$ cat config.mk
export PLATFORM = sky130hd
export DESIGN_NAME = oled_pixel_streamer
export DESIGN_NICKNAME = d
export VERILOG_FILES = /design/src/rtl/oled_pixel_streamer.sv
export SDC_FILE = /design/constraint.sdc
export NUM_CORES = 1
export LEC_CHECK = 0
export ABC_AREA = 1
export CAP_MARGIN = 20
export CORE_UTILIZATION = 50
export CTS_CLUSTER_SIZE = 24
export DETAILED_ROUTE_END_ITERATION = 8
export PLACE_DENSITY = 0.8
export SLEW_MARGIN = 20
export SYNTH_ARGS = -nofsm -noshare
export SYNTH_HDL_FRONTEND = slang
export SYNTH_SLANG_ARGS = --single-unit
$ cat constraint.sdc
create_clock -name clk -period 1.8 [get_ports clk]
set_input_delay 0.36 -clock clk [delete_from_list [all_inputs] [get_ports clk]]
set_output_delay 0.36 -clock clk [all_outputs]
set_load 0.01 [all_outputs]
$ cat src/rtl/oled_pixel_streamer.sv
// Raster scanner and MSB-first RGB565 SPI serializer feeding an SSD1331 OLED panel.
// Define OLED_PIXEL_STREAMER_TEST_PATTERN_EN to send x-selected colour bars instead of pixel_data.
module oled_pixel_streamer #(
    parameter int WIDTH     = 96,
    parameter int HEIGHT    = 64,
    parameter int CLK_DIV   = 2,
    parameter int FRAME_GAP = 16
) (
    input  logic        clk,
    input  logic        rst_n,
    input  logic        enable,
    input  logic [15:0] pixel_data,
    output logic [6:0]  x,
    output logic [5:0]  y,
    output logic [12:0] pixel_index,
    output logic        sample_pixel,
    output logic        frame_begin,
    output logic        busy,
    output logic        oled_cs_n,
    output logic        oled_sclk,
    output logic        oled_sdin,
    output logic        oled_dc
);
    // state | meaning
    // IDLE  | waiting for enable, all outputs at rest
    // LOAD  | one cycle: capture colour for current x/y, pulse sample_pixel
    // SHIFT | 16 bits MSB first, CLK_DIV cycles SCLK low then CLK_DIV high per bit
    // GAP   | chip select high for FRAME_GAP cycles between frames
    typedef enum logic [1:0] {IDLE, LOAD, SHIFT, GAP} state_t;

    localparam logic [6:0]  X_LAST   = 7'(WIDTH - 1);
    localparam logic [5:0]  Y_LAST   = 6'(HEIGHT - 1);
    localparam logic [7:0]  DIV_LOAD = 8'(CLK_DIV - 1);
    localparam logic [15:0] GAP_LOAD = 16'(FRAME_GAP - 1);

    state_t      state;
    logic [15:0] shreg;
    logic [3:0]  bit_cnt;
    logic [7:0]  div_cnt;
    logic [15:0] gap_cnt;
    logic [15:0] capture_data;

`ifdef OLED_PIXEL_STREAMER_TEST_PATTERN_EN
    logic unused_pixel_data;
    assign unused_pixel_data = ^pixel_data;

    always_comb begin
        capture_data = 16'h0000;
        case (x[6:4])
            3'd0:    capture_data = 16'hFFFF;
            3'd1:    capture_data = 16'hF800;
            3'd2:    capture_data = 16'h07E0;
            3'd3:    capture_data = 16'h001F;
            3'd4:    capture_data = 16'hFFE0;
            default: capture_data = 16'h0000;
        endcase
    end
`else
    assign capture_data = pixel_data;
`endif

    // Data bit is the top of the shift register, so it changes with the SCLK fall.
    assign oled_sdin = shreg[15];
    assign oled_dc   = 1'b1;

    always_ff @(posedge clk or negedge rst_n) begin
        if (!rst_n) begin
            state        <= IDLE;
            x            <= '0;
            y            <= '0;
            pixel_index  <= '0;
            shreg        <= '0;
            bit_cnt      <= '0;
            div_cnt      <= '0;
            gap_cnt      <= '0;
            sample_pixel <= 1'b0;
            frame_begin  <= 1'b0;
            busy         <= 1'b0;
            oled_cs_n    <= 1'b1;
            oled_sclk    <= 1'b1;
        end else begin
            sample_pixel <= 1'b0;
            frame_begin  <= 1'b0;
            case (state)
                IDLE: begin
                    if (enable) begin
                        state        <= LOAD;
                        x            <= '0;
                        y            <= '0;
                        pixel_index  <= '0;
                        sample_pixel <= 1'b1;
                        frame_begin  <= 1'b1;
                        busy         <= 1'b1;
                        oled_cs_n    <= 1'b0;
                    end
                end
                LOAD: begin
                    shreg     <= capture_data;
                    bit_cnt   <= '0;
                    div_cnt   <= DIV_LOAD;
                    oled_sclk <= 1'b0;
                    state     <= SHIFT;
                end
                SHIFT: begin
                    if (div_cnt != '0) begin
                        div_cnt <= div_cnt - 8'd1;
                    end else if (!oled_sclk) begin
                        oled_sclk <= 1'b1;
                        div_cnt   <= DIV_LOAD;
                    end else if (bit_cnt != 4'd15) begin
                        bit_cnt   <= bit_cnt + 4'd1;
                        shreg     <= {shreg[14:0], 1'b0};
                        oled_sclk <= 1'b0;
                        div_cnt   <= DIV_LOAD;
                    end else if (x == X_LAST && y == Y_LAST) begin
                        x           <= '0;
                        y           <= '0;
                        pixel_index <= '0;
                        shreg       <= '0;
                        oled_cs_n   <= 1'b1;
                        gap_cnt     <= GAP_LOAD;
                        state       <= GAP;
                    end else begin
                        if (x == X_LAST) begin
                            x <= '0;
                            y <= y + 6'd1;
                        end else begin
                            x <= x + 7'd1;
                        end
                        pixel_index  <= pixel_index + 13'd1;
                        sample_pixel <= 1'b1;
                        state        <= LOAD;
                    end
                end
                GAP: begin
                    // Chip select drops entering LOAD, one cycle ahead of the first SCLK fall.
                    if (gap_cnt != '0) begin
                        gap_cnt <= gap_cnt - 16'd1;
                    end else if (enable) begin
                        state        <= LOAD;
                        sample_pixel <= 1'b1;
                        frame_begin  <= 1'b1;
                        oled_cs_n    <= 1'b0;
                    end else begin
                        state <= IDLE;
                        busy  <= 1'b0;
                    end
                end
                default: state <= IDLE;
            endcase
        end
    end
endmodule

==> metrics.md <==
| Metric | Value |
|---|---|
| Max_cap viols | `0` |
| #FFs+latches synth | `77` |
| Post-synthesis sequential area ratio | `40.3%` |
| Cells after Synth | `640` |
| Tcrit/Tclk final | `96.9%` |
| Smallest hold slack | `0.471 ns` |
| First-pass detailed-route iteration total | `4` |
| Ant diodes | `0` |
| Sink Count | `77` |
| Count of pins over their slew limit | `0` |
| Vias in the first global route | `4,530` |
| Io pins | `52` |
| Die height | `99.9 um` |
| Reg-to-reg setup timing slack | `0.07 ns` |
| Pin count of the biggest net entering global routing | `36` |
| Antenna violations before repair | `0` |
| Crit path launch type | `flop` |
| Multi-input gate area | `0.00257 mm2` |
| P_leak | `2.79 nW` |
| Critical Path Start | `y[0]` |
| Final setup vio count | `0` |
| Setup CP Type | `reg2out` |
| Via-per-instance ratio | `5.38` |
| Residual DRC | `0` |
| Worst-path maximum fanout | `4` |
| Netlist Area Pre-Place | `0.00479 mm2` |
| CTS buffer count | `9` |
| Clock Tree Root | `clkbuf_8` |
| Min-Delay Path Class | `in2async` |
| Share of the synthesized area in the top cell type | `39.2%` |
| Routed len/inst | `13.5 um` |
| CTS tree | `yes` |
| Data arrival, critical path | `1.38 ns` |
| Clock skew | `0.0159 ns` |
| Clk_lat worst skew | `0.36 ns` |
| Worst setup EP type | `output pin` |
| Core area | `0.00928 mm2` |
| Final min period | `1.74 ns` |
| Syn nets | `670` |
| Final Net Count | `746` |
| Synth area leader | `dfrtp_1` |
| FF-to-FF path depth | `7` |
| Synth Warn # | `0` |
| Status | `finished clean` |
| Starting Density | `51.6%` |
| Avg Cell Area, Syn | `7.49 um2` |
| Setup Total Neg Slack | `0 ns` |
| Worst vdd ir | `0.878 mV` |
| GR Overflow Total | `0` |
| P&R area growth vs syn | `24.5%` |
| Power Dens Cells | `1450 mW/mm2` |
| Via count | `4,566` |
| Initial DRC Count | `216` |
| All-Layer GR Usage | `24.2%` |
| Filler Cells Inserted | `797` |
| Most frequent cells in the layout | `190 x nand2_1, 67 x dfrtp_1, 60 x nor2_1, 57 x inv_1, 57 x nand3_1` |
| First-pass GRT wire length | `19.5 mm` |
| Commonest non-fill, non-tap cell in the layout | `nand2_1` |
| Proportion of layout cells with a drive suffix above 1 | `15.4%` |
| Reg area | `0.00194 mm2` |
| Drt total wl | `11.5 mm` |
| Count of cell types in the netlist | `40` |
| RD Place Congestion | `0.867` |
| Worst EP required | `1.44 ns` |
| Final Hold Viols | `0` |
| Area contributors post-synth | `dfrtp_1 39%, nand2_1 15%, nand3_1 6.1%` |
| Die width | `99.9 um` |
| Max clock buf depth | `2` |
| Clk pin slew, worst setup/hold paths | `0.09 ns` |
| CTS HTree Levels | `3` |
| R2R Path End | `bit_cnt[3]` |
| Fmax | `573 MHz` |
| Crit Reg-Reg Startpoint | `state[0]` |
| IO buf count | `50` |
| HPWL after detailed placement | `8.01 mm` |
| Site Rows | `35` |
| Die footprint | `0.00998 mm2` |
| Post-DRT Antenna Nets | `0` |
final cells by class:
type | instances | share of cell area, %
multi-input combinational | 482 | 43.1
inverter | 60 | 3.77
sequential | 77 | 32.5
tap | 129 | 2.70
clock buffer | 9 | 2.08
timing repair buffer | 86 | 14.8
clock inverter | 6 | 1.09
metrics by stage:
stage	util, %	std cells	worst slack (ns)	total power [mW]	area [um2]
5_1_grt	64.3	849	-0.0176	9.32	5970
4_1_cts	63.2	845	0.0161	8.48	5860
3_5_place_dp	60.9	829	-0.0115	7.13	5660
3_3_place_gp	60.9	829	0.113	6.93	5660
2_1_floorplan	-	640	0.0755	5.67	4790
6_report	64.3	849	0.0563	8.65	5970
sequential cells by signal (all words and copies together) (netlist names):
signal and count:
bit_cnt 4, busy 1, div_cnt 8, frame_begin 1, gap_cnt 16, oled_cs_n 1, oled_sclk 1, pixel_index 13
sample_pixel 1, shreg 16, state 2, x 7, y 6
worst max-delay path by stage:
stage	end	slack (ns)	cells after the start
finish	y[0]	0.06	2
global route	y[0]	-0.02	2
CTS	oled_cs_n	0.02	1
detailed placement	y[5]	-0.01	10
global placement	y[5]	0.11	9
floorplan	pixel_index[10]	0.08	10
cells by family after synthesis:
group,Yosys count,share of synthesized area [%]
AND/OR/NAND/NOR,367,34.5
AO/OA/AOI/OAI,90,12.6
buffers and inverters,82,7.49
flip-flops,77,40.3
XOR/XNOR,12,2.19
adder cells (fa/ha/maj),11,2.87
other,1,0.0783
Yosys cell counts (all sizes together):
cell type,instances
a21oi,8
a21o,3
nor3b,1
dfstp,2
clkbuf,6
nand4,24
nor2,71
o21bai,6
nand3,62
clkinv,1
o211ai,2
nor3,1
o31ai,1
o21ai,54
xor2,10
a22o,15
buf,16
xnor2,2
inv,59
a31o,1
nand3b,4
ha,11
conb,1
dfrtp,75
or2,7
nand2,197
what timing repair did:
item | CTS | global route
endpoints found under the hold margin | 24 | 0
resized for setup | 2 | 24
pin swaps | 0 | 3
hold buffers | 1 | 0
endpoints found under the setup margin | 7 | 58
setup buffers | 0 | 3
cloned | 0 | 1
worst max-delay path, cell delays in order (launching register included):
cell and delay, ns:
dfrtp_1 0.36, buf_4 0.14, clkdlybuf4s50_1 0.53
metal layers:
layer  GRT usage, %  vias to the layer above  part of all wire (%)
li1               -                     2252                     -
met1           29.3                     2154                    43
met2           42.3                      136                    50
met3           4.94                       24                   4.8
met4           9.05                        0                   1.8
met5              0                        -                     0
report_power, final:
group / leakage (nW) / total [mW] / internal [mW] / switching [mW]
logic: 1.70 / 4.71 / 1.90 / 2.81
registers: 1.00 / 2.63 / 2.23 / 0.407
clock network: 0.0950 / 1.30 / 0.632 / 0.666
Power figures use the tool's default switching activity.
